### src/rtl/zbuf_depth_ctrl_if.sv
// zbuf_depth_ctrl_if: fragment input, z-cache read/write and pass output signals of the depth controller
interface zbuf_depth_ctrl_if;
    logic        frag_valid;
    logic        frag_ready;
    logic [18:0] frag_in_id;
    logic [15:0] frag_in_z;
    logic [31:0] frag_in_attr;
    logic [18:0] frag_id;
    logic        frag_rd_en;
    logic        frag_hit;
    logic [15:0] frag_zval;
    logic [18:0] update_id;
    logic        update_en;
    logic [15:0] update_val;
    logic        update_hit;
    logic        pass_valid;
    logic        pass_ready;
    logic [18:0] pass_id;
    logic [31:0] pass_attr;
    modport slave (
        input  frag_valid, frag_in_id, frag_in_z, frag_in_attr, frag_hit, frag_zval, update_hit, pass_ready,
        output frag_ready, frag_id, frag_rd_en, update_id, update_en, update_val, pass_valid, pass_id, pass_attr
    );
    modport master (
        output frag_valid, frag_in_id, frag_in_z, frag_in_attr, frag_hit, frag_zval, update_hit, pass_ready,
        input  frag_ready, frag_id, frag_rd_en, update_id, update_en, update_val, pass_valid, pass_id, pass_attr
    );
endinterface

### src/rtl/zbuf_depth_ctrl.sv
// zbuf_depth_ctrl: one-fragment-at-a-time depth test against a z-cache, writing back and emitting passing fragments
module zbuf_depth_ctrl #(
    parameter int LEQUAL  = 0,
    parameter int TIMEOUT = 1023
) (
    input  logic             clk,
    input  logic             rst,
    zbuf_depth_ctrl_if.slave bus,
    output logic [15:0]      stat_pass,
    output logic [15:0]      stat_fail,
    output logic             err_timeout
);
    localparam int W = $clog2(TIMEOUT + 1);
    typedef enum logic [2:0] {IDLE, READ, COMPARE, UPDATE, EMIT} state_t;
    state_t state, state_d;
    logic [18:0] id_q;
    logic [15:0] z_q;
    logic [31:0] attr_q;
    logic [W-1:0] wait_q;
    logic pass_t, stalled, expire;
    assign pass_t  = (LEQUAL != 0) ? (z_q <= bus.frag_zval) : (z_q < bus.frag_zval);
    assign stalled = (state == READ && !bus.frag_hit) || (state == UPDATE && !bus.update_hit);
    // expire on the last allowed stalled cycle so at most TIMEOUT cycles are spent waiting
    assign expire  = stalled && wait_q == W'(TIMEOUT - 1);
    always_comb begin
        state_d = state;
        case (state)
            IDLE:    state_d = bus.frag_valid ? READ : IDLE;
            READ:    state_d = bus.frag_hit ? COMPARE : expire ? IDLE : READ;
            COMPARE: state_d = pass_t ? UPDATE : IDLE;
            UPDATE:  state_d = bus.update_hit ? EMIT : expire ? IDLE : UPDATE;
            EMIT:    state_d = bus.pass_ready ? IDLE : EMIT;
            default: state_d = IDLE;
        endcase
    end
    always_ff @(posedge clk or posedge rst) begin
        if (rst) begin
            state       <= IDLE;
            id_q        <= '0;
            z_q         <= '0;
            attr_q      <= '0;
            wait_q      <= '0;
            stat_pass   <= '0;
            stat_fail   <= '0;
            err_timeout <= 1'b0;
        end else begin
            state  <= state_d;
            wait_q <= (state_d != state) ? '0 : stalled ? wait_q + 1'b1 : wait_q;
            if (state == IDLE && bus.frag_valid) begin
                id_q   <= bus.frag_in_id;
                z_q    <= bus.frag_in_z;
                attr_q <= bus.frag_in_attr;
            end
            if (expire) err_timeout <= 1'b1;
            if (state == COMPARE && !pass_t && stat_fail != 16'hFFFF) stat_fail <= stat_fail + 1'b1;
            if (state == EMIT && bus.pass_ready && stat_pass != 16'hFFFF) stat_pass <= stat_pass + 1'b1;
        end
    end
    assign bus.frag_ready = state == IDLE;
    assign bus.frag_rd_en = state == READ;
    assign bus.frag_id    = id_q;
    assign bus.update_en  = state == UPDATE;
    assign bus.update_id  = id_q;
    assign bus.update_val = z_q;
    assign bus.pass_valid = state == EMIT;
    assign bus.pass_id    = id_q;
    assign bus.pass_attr  = attr_q;
endmodule

### src/flat_wrapper.sv
// flat-port wrapper written by rule: the top's interface ports become plain ports
module zbuf_depth_ctrl_flat 
#(
    parameter int LEQUAL  = 0,
    parameter int TIMEOUT = 1023
)
  (clk, rst, stat_pass, stat_fail, err_timeout, bus_frag_valid, bus_frag_in_id, bus_frag_in_z, bus_frag_in_attr, bus_frag_hit, bus_frag_zval, bus_update_hit, bus_pass_ready, bus_frag_ready, bus_frag_id, bus_frag_rd_en, bus_update_id, bus_update_en, bus_update_val, bus_pass_valid, bus_pass_id, bus_pass_attr);
  zbuf_depth_ctrl_if bus_i ();
  input  logic clk;
  input  logic rst;
  output logic [15:0] stat_pass;
  output logic [15:0] stat_fail;
  output logic err_timeout;
  input wire logic [$bits(bus_i.frag_valid)-1:0] bus_frag_valid;
  input wire logic [$bits(bus_i.frag_in_id)-1:0] bus_frag_in_id;
  input wire logic [$bits(bus_i.frag_in_z)-1:0] bus_frag_in_z;
  input wire logic [$bits(bus_i.frag_in_attr)-1:0] bus_frag_in_attr;
  input wire logic [$bits(bus_i.frag_hit)-1:0] bus_frag_hit;
  input wire logic [$bits(bus_i.frag_zval)-1:0] bus_frag_zval;
  input wire logic [$bits(bus_i.update_hit)-1:0] bus_update_hit;
  input wire logic [$bits(bus_i.pass_ready)-1:0] bus_pass_ready;
  output wire logic [$bits(bus_i.frag_ready)-1:0] bus_frag_ready;
  output wire logic [$bits(bus_i.frag_id)-1:0] bus_frag_id;
  output wire logic [$bits(bus_i.frag_rd_en)-1:0] bus_frag_rd_en;
  output wire logic [$bits(bus_i.update_id)-1:0] bus_update_id;
  output wire logic [$bits(bus_i.update_en)-1:0] bus_update_en;
  output wire logic [$bits(bus_i.update_val)-1:0] bus_update_val;
  output wire logic [$bits(bus_i.pass_valid)-1:0] bus_pass_valid;
  output wire logic [$bits(bus_i.pass_id)-1:0] bus_pass_id;
  output wire logic [$bits(bus_i.pass_attr)-1:0] bus_pass_attr;
  assign bus_i.frag_valid = bus_frag_valid;
  assign bus_i.frag_in_id = bus_frag_in_id;
  assign bus_i.frag_in_z = bus_frag_in_z;
  assign bus_i.frag_in_attr = bus_frag_in_attr;
  assign bus_i.frag_hit = bus_frag_hit;
  assign bus_i.frag_zval = bus_frag_zval;
  assign bus_i.update_hit = bus_update_hit;
  assign bus_i.pass_ready = bus_pass_ready;
  assign bus_frag_ready = bus_i.frag_ready;
  assign bus_frag_id = bus_i.frag_id;
  assign bus_frag_rd_en = bus_i.frag_rd_en;
  assign bus_update_id = bus_i.update_id;
  assign bus_update_en = bus_i.update_en;
  assign bus_update_val = bus_i.update_val;
  assign bus_pass_valid = bus_i.pass_valid;
  assign bus_pass_id = bus_i.pass_id;
  assign bus_pass_attr = bus_i.pass_attr;
  zbuf_depth_ctrl #(.LEQUAL(LEQUAL), .TIMEOUT(TIMEOUT)) u_core (.clk(clk), .rst(rst), .bus(bus_i), .stat_pass(stat_pass), .stat_fail(stat_fail), .err_timeout(err_timeout));
endmodule
### config.mk
export PLATFORM = sky130hd
export DESIGN_NAME = zbuf_depth_ctrl_flat
export DESIGN_NICKNAME = d
export VERILOG_FILES = /design/src/rtl/zbuf_depth_ctrl_if.sv /design/src/rtl/zbuf_depth_ctrl.sv /design/src/flat_wrapper.sv
export SDC_FILE = /design/constraint.sdc
export NUM_CORES = 1
export LEC_CHECK = 0
export ABC_AREA = 1
export CORE_ASPECT_RATIO = 0.5
export CORE_MARGIN = 3
export CORE_UTILIZATION = 44
export DETAILED_ROUTE_END_ITERATION = 7
export GPL_ROUTABILITY_DRIVEN = 0
export PLACE_DENSITY = 0.78
export SETUP_SLACK_MARGIN = 0.3
export SLEW_MARGIN = 20
export SYNTH_ARGS = -nofsm -noshare
export SYNTH_HDL_FRONTEND = slang
export SYNTH_SLANG_ARGS = --single-unit
### constraint.sdc
create_clock -name clk -period 4.95 [get_ports clk]
set_input_delay 1.2375 -clock clk [delete_from_list [all_inputs] [get_ports clk]]
set_output_delay 1.2375 -clock clk [all_outputs]
set_load 0.1 [all_outputs]
Word-level counts from Yosys, hierarchy flattened:

Cells that the tools add are included.
Widths: inputs -> output; s select.

* muxes and demuxes: 10
* reduce and logical (&&, ||, !) cells: 14
* $add $sub $neg: 3
* magnitude comparators: 1
* eq/ne operators: 8

Operator list (number)
* $add 16x1->16 const B: 2
* $ne 16x16->1 const B: 2
* $mux 10: 2
* $lt 16x16->1: 1
* $pmux 3 s5: 1
* $add 10x1->10 const B: 1
* $eq 10x10->1 const B: 1
* $mux 3: 3
* $logic_and 1x1->1: 8
* $eq 3x2->1 const B: 2
* $mux 2: 2
* $eq 3x1->1 const B: 1
* $eq 3x3->1 const B: 1
* $logic_not 1->1: 3
* $logic_not 3->1: 1
* $ne 3x3->1: 1
* $mux 1: 2
* $reduce_bool 2->1: 1
* $logic_or 1x1->1: 1

* input bits: 89
* bits in registers: 113
* output and inout bits: 142
* word-level logic and storage cells: 44

Depth between registers and ports, before layout:

Gate-level depths: netlist (run 1).

* depth after elaboration: 9
* gate-level depth with buffers: 15
* mapped depth without buffers: 15

Worst setup path after synthesis (run 1):

No wires, ideal clock.

* path type: flip-flop to output port
* start: register u_core.state[1]
* end: output bus_pass_valid
* path buffers: 0
* data required time: 3713 ps
* stages on the path, launching flop included: 4
* arrival: 1856 ps
* slack: 1856 ps
* cell sequence: dfrtp_1 -> nor2_1 -> inv_1 -> nor2_1

* word-level cells in the longest chain between the ends: 1

Ends and longest elaborated chain
* start, declared: line zbuf_depth_ctrl.sv:15 `state_t state, state_d;`
* start signal, assigned: line zbuf_depth_ctrl.sv:47 `state <= state_d;`
* $eq 3x3->1: line zbuf_depth_ctrl.sv:65 `assign bus.pass_valid = state == EMIT;`
* end, declared: line flat_wrapper.sv:28 `output wire logic [$bits(bus_i.pass_valid)-1:0] bus_pass_valid;`

Every way passes these cells.

Worst setup path after layout (run 1):

* start: register u_core.state[2]
* end: output bus_frag_rd_en

* word-level cells in the longest chain between the ends: 1

Ends and longest elaborated chain
* $eq 3x1->1: line zbuf_depth_ctrl.sv:60 `assign bus.frag_rd_en = state == READ;`
* end, declared: line flat_wrapper.sv:24 `output wire logic [$bits(bus_i.frag_rd_en)-1:0] bus_frag_rd_en;`

Every way passes these cells.

==> flow_summary.ini, run 1 <==
[floorplan]
core_area_um2 = 12200
start_util_pct = 46.5
die-area_um2 = 14400
die_w_um = 167
fp.dieH_um = 86.3
io_pins = 231
rows = 28

[placement]
dpl_cell_area_um2 = 7870
place_ws_ns = 1.48
dp_hpwl_um = 11400
dp.cells = 893
port_buffers = 230

[cts]
cts.repair.resized = 0
clock-sinks = 113
clk_path_buf_depth = 2
ctsHtreeMaxLevel = 4
cts_made_buffers = 17
clkTransAtPathRegs_ns = 0.05
cts_tree = built
cts_root_buf = clkbuf_16
postCtsHoldBufs = 0
cts_setup_buffers = 0
clock_latency_ns = 0.40

[global_route]
gr-total-overflow = 0
grt_pass1_vias = 4507
antenna_found_initial = 0
grt_max_degree = 47
grtUsageTotal_pct = 21.6
grt_pass1_wl_um = 24500

[critical_path]
critPathArrivalTime_ns = 2.41
crit_required_ns = 3.71
reg2reg_from = u_core.stat_pass[0]$_DFFE_PP0P_
cp_max_fo = 4
path_class = reg2out
worst_setup_path_end_kind = output port
start_kind = flop
crit_start = u_core.state[2]$_DFF_PP0_
ff2ff_setup_slack_ns = 2.66

[routing]
viasPerCell = 4.80
firstDrtPassIters = 4
via_count = 4442
routedWlPerCell_um = 16.4
drt_wl_total_um = 15100
drc = 0
drtIter0Drc = 238
antenna_left = 0

[cells_and_area]
design_area_um2 = 8510
drive_above_1_share_pct = 15.0
multiInputGateArea_um2 = 2290
syn_to_final_growth_pct = 49.9
final_nets = 855
n_antenna_cell = 0
nFillCells = 902
fin_cells = 925
ff_latch_area_um2 = 2830

[sta]
fin_crit_ns = 3.64
relSlewSlack_pct = 30.7
hold_viol = 0
rsz0062_at_grt = false
finalCritPeriodShare_pct = 73.6
fmax_mhz = 274
finClkSkew_ns = 0.00961
finalMaxSlewViolations = 0
final.setup.worst_slack_ns = 1.31
setup_viol = 0
fin_setup_tns_ns = 0
worstMarginPinSlew_ns = 1.04

[job]
drv_cap = 0

[status]
outcome = finished clean

[synth]
synth_top_area_share_pct = 49.8
synth_fp_nets = 650
ys_seq_area_share_pct = 49.8
synth-edff-count = 0
synthTopCellsByCount = dfrtp_1 (113), nand2_1 (83), inv_1 (50)
synth-seq-cells = 113
syn_avg_cell_area_um2 = 10.5
yosysWarnings = 0
synth_most_common_cell = dfrtp_1
syn_inst = 542
yosys.area.top_type = dfrtp_1
netlist_area_um2 = 5670
synth_area_leaders = dfrtp_1 (50%), mux2_2 (9.5%), buf_4 (5.6%), nand2_1 (5.5%), ha_1 (4.2%)
async_flop_share_pct = 100
synth-main-ff-cell = dfrtp_1
synth.distinct_cells = 34

[worst_hold_path]
holdCritPathClass = reg2reg
hold_start = u_core.err_timeout$_DFFE_PP0P_
-- worst paths after layout --
| check | endpoint | cells after the start |
|---|---|---|
| worst max-delay path | bus_frag_rd_en | 2 |
| worst min register to register | u_core.err_timeout$_DFFE_PP0P_ | 1 |
| min in group asynchronous | u_core.bus.update_val[14]$_DFFE_PP0P_ | 2 |
| max in group asynchronous | u_core.bus.pass_attr[14]$_DFFE_PP0P_ | 3 |
| worst max register to register | u_core.stat_pass[11]$_DFFE_PP0P_ | 8 |
| worst min-delay path | u_core.err_timeout$_DFFE_PP0P_ | 1 |
-- metrics by stage --
| step | hold WS, ns | utilization (%) |
|---|---|---|
| after floorplan | 0.552 | - |
| after global placement | 0.460 | 64.6 |
| after detailed placement | 0.481 | 64.6 |
| after CTS | 0.497 | 69.8 |
| after global routing | 0.502 | 69.8 |
| final | 0.491 | 69.8 |
-- sequential cells by signal, indices dropped and copies added, names as in the netlist --
| name | cells |
|---|---|
| u_core.bus.update_val | 16 |
| u_core.bus.pass_attr | 32 |
| u_core.wait_q | 10 |
| u_core.state | 3 |
| u_core.stat_pass | 16 |
| u_core.stat_fail | 16 |
| u_core.err_timeout | 1 |
| u_core.bus.frag_id | 19 |
-- layer usage --
layer | share of wire [%] | global-route usage [%] | vias to the layer above | wire length (µm)
li1 | - | - | 2154 | -
met1 | 42 | 26.7 | 2173 | 6330
met2 | 53 | 39.1 | 100 | 8000
met3 | 3.7 | 4.19 | 15 | 566
met4 | 1.5 | 6.96 | 0 | 232
met5 | 0 | 0 | - | 0
-- layout by cell type, fill, tap and decap left out, types with 2 or more instances in the layout --
cell type and count:
clkinvlp_4 4, nor3_1 12, nor2_2 13, clkbuf_8 2, xnor2_1 12, mux2_1 18, o21ai_0 8, bufinv_16 4
mux2_2 48, nor2_1 27, nand4_1 11, nand2_1 82, nand3_1 20, clkinv_2 3, inv_2 5, o21ai_1 4
nand2_2 2, dfrtp_1 113, nor4_1 3, clkbuf_16 17, inv_4 2, a21oi_1 9, buf_4 4, inv_6 2
ha_1 19, xor2_1 24, clkdlybuf4s50_1 230, inv_1 49, nor3b_2 2
-- cells by family (layout without fill, tap and decap cells) --
logic type,Yosys count,in the layout,share of synthesized area (%)
and+or+nand+nor,176,176,14.5
AOI/OAI and AO/OA,28,28,2.98
adders and majority gates,19,19,4.19
xor gates and xnor gates,36,36,5.56
buffers and inverters,104,322,9.83
DFF,113,113,49.8
muxes,66,66,13.1
-- area by class of cell --
cell class	count	area share, %
multi-input cells	325	26.9
flip-flops and latches	113	33.2
well taps	165	2.43
repair buffers	234	27.4
inverters	56	2.53
clock buffers	19	5.32
clock inverters	13	2.15
-- critical path, cell delays in order (launching register included) --
cell	delay, ns
dfrtp_1	0.44
nor3_2	0.34
clkdlybuf4s50_1	1.23
Power of run 1 is not shown: default switching activity piles up to over one toggle a cycle in this logic, so the estimate is an artifact.
==> inputs of run 2 (changes only) <==
--- a/config.mk
+++ b/config.mk
@@ -8,10 +8,10 @@
 export ABC_AREA = 1
 export CORE_ASPECT_RATIO = 0.5
 export CORE_MARGIN = 3
-export CORE_UTILIZATION = 44
+export CORE_UTILIZATION = 39
 export DETAILED_ROUTE_END_ITERATION = 7
 export GPL_ROUTABILITY_DRIVEN = 0
-export PLACE_DENSITY = 0.78
+export PLACE_DENSITY = 0.73
 export SETUP_SLACK_MARGIN = 0.3
 export SLEW_MARGIN = 20
 export SYNTH_ARGS = -nofsm -noshare
==> constraint.sdc (replaced) <==
create_clock -name clk -period 3.15 [get_ports clk]
set_input_delay 0.7875 -clock clk [delete_from_list [all_inputs] [get_ports clk]]
set_output_delay 0.7875 -clock clk [all_outputs]
set_load 0.1 [all_outputs]
==> run 2 against run 1 <==
Critical path depth up 11. Global-route usage down 3.9 points. Register-to-register slack worse by 1.6 ns. Sequential cell count unchanged. Via count down 0.92%. Hold slack better by 0.014 ns. Highest routed layer unchanged. Design area down 3.3%. Critical path type is now in2reg.
==> flow_summary.ini, run 2 (synthesis gave the netlist of run 1 again) <==
[cts]
clk_path_buf_depth = 2
ctsHtreeMaxLevel = 4
postCtsHoldBufs = 0
cts.repair.resized = 0
cts_tree = built
clock-sinks = 113
cts_made_buffers = 17
clock_latency_ns = 0.41
cts_root_buf = clkbuf_16
cts_setup_buffers = 0
clkTransAtPathRegs_ns = 0.05

[critical_path]
cp_slowest_stage_delay_ns = 0.48
cp_max_fo = 10
ff2ff_setup_slack_ns = 1.08
worst_setup_path_end_kind = flop
start_kind = input pin
cp_top_family = simple AND/OR/NAND/NOR gates
critPathArrivalTime_ns = 2.68
path_cells = clkdlybuf4s50_1, inv_1, ha_1, a21oi_1, nor2_1, nor3_1, nand2_1, nand2_1, nand3_1, nand3_1, nand2_2, nand2_4, nor2_2
r2r_end = u_core.stat_pass[7]$_DFFE_PP0P_
r2r_cells = 8
reg2reg_from = u_core.stat_pass[0]$_DFFE_PP0P_
crit_required_ns = 3.44
critPathSlowestCell = clkdlybuf4s50_1
path_buf_inv = 2
path_class = in2reg

[global_route]
grtUsageMet3_pct = 3.76
grtUsageTotal_pct = 17.7
grt_pass1_wl_um = 22900
gr-total-overflow = 0
antenna_found_initial = 0
grt_pass1_vias = 4506
met2_usage_pct = 32.4
grt-busiest-layer = met2
grt_max_degree = 114
gr-usage-met1_pct = 20.5

[routing]
drtIter0Drc = 249
routedWlPerCell_um = 14.8
drt_wl_total_um = 14100
antenna_left = 0
via_count = 4401
firstDrtPassIters = 4
viasPerCell = 4.62
drc = 0

[cells_and_area]
largest_reg_flops = 32
syn_to_final_growth_pct = 45.0
n_antenna_cell = 0
layout_common_cells = buf_4 (145), dfrtp_1 (113), clkdlybuf4s50_1 (88)
final_nets = 856
final_common_cell = buf_4
drive_above_1_share_pct = 33.5

[sta]
worstMarginPinSlew_ns = 0.596
hold_viol = 0
fin_setup_tns_ns = 0
setup_viol = 0
relSlewSlack_pct = 60.3
finalMaxSlewViolations = 0
fin_crit_ns = 2.39
fmax_mhz = 418
rsz0062_at_grt = false
finClkSkew_ns = 0.0114
finalCritPeriodShare_pct = 76.0

[floorplan]
rows = 30
fp.dieH_um = 91.3
io_pins = 231
start_util_pct = 40.9
core_area_um2 = 13900
die-area_um2 = 16100
die_w_um = 177

[worst_hold_path]
hold_start = u_core.bus.pass_attr[3]$_DFFE_PP0P_
hold_path_depth = 1
holdCritPathClass = reg2reg
min_to = u_core.bus.pass_attr[3]$_DFFE_PP0P_

[job]
drv_cap = 0

[placement]
dp_hpwl_um = 10600
port_buffers = 230

[status]
outcome = finished clean
-- run 2: cell count changes in the layout (fill, tap and decap cells not counted) --
cell             previous run  this run
clkinv_2                    3         1
clkinvlp_4                  4         3
buf_4                       4       145
nor2_2                     13        14
nor2_1                     27        26
buf_12                      0         2
clkdlybuf4s50_1           230        88
inv_6                       2         1
clkbuf_8                    2         4
inv_4                       2         1
clkbuf_1                    0         3
-- run 2: cell type report --
class	instances	area (µm²)
multi-input combinational	325	2290
fill	1179	5660
sequential	113	2830
tap	192	240
clock inverter	8	149
clock buffer	24	492
timing repair buffer	235	2010
inverter	56	216
-- run 2: worst max path at each step --
stage / from / endpoint / slack [ns] / depth (start not counted)
3_3_place_gp: bus_frag_zval[9] / u_core.wait_q[5]$_DFFE_PP0P_ / 0.36 / 13
3_5_place_dp: bus_frag_zval[9] / u_core.wait_q[1]$_DFFE_PP0P_ / 0.35 / 13
6_report: bus_frag_zval[5] / u_core.wait_q[4]$_DFFE_PP0P_ / 0.76 / 13
2_1_floorplan: u_core.state[2]$_DFF_PP0_ / u_core.wait_q[9]$_DFFE_PP0P_ / 0.45 / 9
4_1_cts: bus_frag_zval[9] / u_core.wait_q[1]$_DFFE_PP0P_ / 0.76 / 13
5_1_grt: bus_frag_zval[9] / u_core.wait_q[5]$_DFFE_PP0P_ / 0.54 / 14
-- run 2: per-stage QoR --
| step | hold slack, ns | setup slack (ns) | area (µm²) | utilization [%] | instances |
|---|---|---|---|---|---|
| finish | 0.505 | 0.757 | 8230 | 59.2 | 953 |
| global route | 0.513 | 0.537 | 8230 | 59.2 | 953 |
| CTS | 0.506 | 0.760 | 8230 | 59.2 | 953 |
| detailed placement | 0.494 | 0.345 | 7590 | 54.6 | 921 |
| global placement | 0.489 | 0.364 | 7590 | 54.6 | 921 |
| floorplan | 0.552 | 0.447 | 5680 | - | 542 |
-- run 2: metal layers --
metal / up-vias / wire length, µm
met1: 2125 / 5730
li1: 2146 / -
met4: 0 / 221
met2: 110 / 7540
met5: - / 0
met3: 20 / 655
-- run 2: worst reg2reg max path: stages, from the launching register on --
cell and delay (ns):
dfrtp_1 0.42, ha_1 0.24, nand3_1 0.18, nor2_1 0.08, nand3_1 0.09, nand3_1 0.24, nor3b_2 0.39, nand3_1 0.16
xnor2_1 0.16
Power of run 2 is left out for the same reason.
==> inputs of run 3 (changes only) <==
==> constraint.sdc (replaced) <==
create_clock -name clk -period 2.11 [get_ports clk]
set_input_delay 0.5275 -clock clk [delete_from_list [all_inputs] [get_ports clk]]
set_output_delay 0.5275 -clock clk [all_outputs]
set_load 0.1 [all_outputs]
==> run 3 against run 2 <==
Non-clock buffer count grew 24. Cell count grew 2.7%. Critical path depth shrank 11. Clock skew is essentially flat. Sequential share of layout area shrank 2.5 points. First-iteration DRC count shrank 43%. Wire length grew 6.7%. Utilization grew 6.5 points. Via count grew 4.0%. Global-route usage grew 0.52 points. Critical endpoint is now bus_frag_rd_en.
==> flow_summary.ini, run 3 (synthesis gave the netlist of run 1 again) <==
[cells_and_area]
drive_above_1_share_pct = 55.3
layout_common_cells = buf_4 (152), clkdlybuf4s50_1 (73), nand2_1 (70)
syn_to_final_growth_pct = 60.8
fin_cells = 979
largest_reg_flops = 32
final_nets = 882
design_area_um2 = 9130
multiInputGateArea_um2 = 2800
final_common_cell = buf_4
n_antenna_cell = 0
nFillCells = 1046
ff_latch_area_um2 = 2910

[floorplan]
die_w_um = 177
core_area_um2 = 13900
rows = 30
start_util_pct = 40.9
io_pins = 231
fp.dieH_um = 91.3
die-area_um2 = 16100

[global_route]
grt_pass1_wl_um = 23600
grt_pass1_vias = 4643
grtUsageTotal_pct = 18.2
grt_max_degree = 77
antenna_found_initial = 0
gr-total-overflow = 0

[sta]
finClkSkew_ns = 0.0110
whs_ns = 0.474
hold_viol = 0
fin_crit_ns = 1.92
fmax_mhz = 520
worstMarginPinSlew_ns = 0.466
finalCritPeriodShare_pct = 91.2
relSlewSlack_pct = 68.9
setup_viol = 0
finalMaxSlewViolations = 0
rsz0062_at_grt = true
final.setup.worst_slack_ns = 0.186

[worst_hold_path]
holdCritPathClass = reg2reg
min_to = u_core.err_timeout$_DFFE_PP0P_
hold_path_depth = 1
hold_start = u_core.err_timeout$_DFFE_PP0P_

[placement]
dp.cells = 924
place_ws_ns = -0.409
port_buffers = 230
dpl_cell_area_um2 = 8110
dp_hpwl_um = 10900

[routing]
viasPerCell = 4.67
antenna_left = 0
routedWlPerCell_um = 15.4
drtIter0Drc = 143
drc = 0
firstDrtPassIters = 4
via_count = 4575
drt_wl_total_um = 15100

[cts]
clock_latency_ns = 0.40
cts_tree = built
ctsHtreeMaxLevel = 4
clock-sinks = 113
clkTransAtPathRegs_ns = 0.05
cts_root_buf = clkbuf_16
cts_made_buffers = 17
clk_path_buf_depth = 2
postCtsHoldBufs = 0

[critical_path]
path_cells = nor3_4, buf_12
critPathSlowestCell = dfrtp_2
worst_setup_path_end_kind = output port
cp_num_cells = 2
critPathArrivalTime_ns = 1.40
cp_top_family = flip-flops
r2r_cells = 9
r2r_end = u_core.stat_fail[12]$_DFFE_PP0P_
reg2reg_from = u_core.bus.update_val[15]$_DFFE_PP0P_
ff2ff_setup_slack_ns = 0.29
crit_required_ns = 1.58
cp_slowest_stage_delay_ns = 0.45
cp_max_fo = 4
start_kind = flop
path_class = reg2out
path_buf_inv = 1

[job]
drv_cap = 0

[status]
outcome = finished clean
## run 3: cell types whose count changed in the layout (fill, tap and decap cells not counted), moves of 14 or more
cell,before,now
dfrtp_1,113,49
mux2_1,18,0
inv_1,49,35
dlygate4sd2_1,0,14
mux2_4,0,18
dfrtp_2,0,64
buf_12,2,16
clkdlybuf4s50_1,88,73
## run 3: timing repair
action,in CTS,in global routing
buffers inserted,6,15
cloned,1,1
pin swaps,28,13
setup endpoints to repair,30,37
gates resized for setup,52,39
## run 3: layer usage
metal  up-vias  track usage (%)  share of wire (%)
met2       120             34.2                 54
li1       2211                -                  -
met1      2227             21.0                 40
met3        17             3.38                4.6
met5         -                0                  0
met4         0             5.94                1.7
## run 3: worst max path at each step
stage,start,endpoint
finish,u_core.state[2]$_DFF_PP0_,bus_frag_rd_en
global route,u_core.state[2]$_DFF_PP0_,bus_frag_rd_en
detailed placement,bus_frag_zval[5],u_core.wait_q[9]$_DFFE_PP0P_
global placement,bus_frag_zval[9],u_core.wait_q[9]$_DFFE_PP0P_
CTS,u_core.state[2]$_DFF_PP0_,bus_frag_rd_en
floorplan,u_core.state[0]$_DFF_PP0_,u_core.wait_q[9]$_DFFE_PP0P_
## run 3: area by class of cell
class                   instances  share of cell area, %
flip-flops and latches        113                   31.9
inverters                      56                   2.48
well taps                     192                   2.63
clock buffers                  22                   5.09
clock inverters                10                   1.22
multi-input cells             326                   30.7
repair inverters                1                 0.0960
repair buffers                259                   25.9
## run 3: metrics by stage
step / TNS [ns] / utilization [%]
6_report: 0 / 65.7
5_1_grt: 0 / 65.7
4_1_cts: 0 / 63.7
3_5_place_dp: -8.28 / 58.4
3_3_place_gp: -6.98 / 58.4
2_1_floorplan: -0.491 / -
Power of run 3 is left out for the same reason.
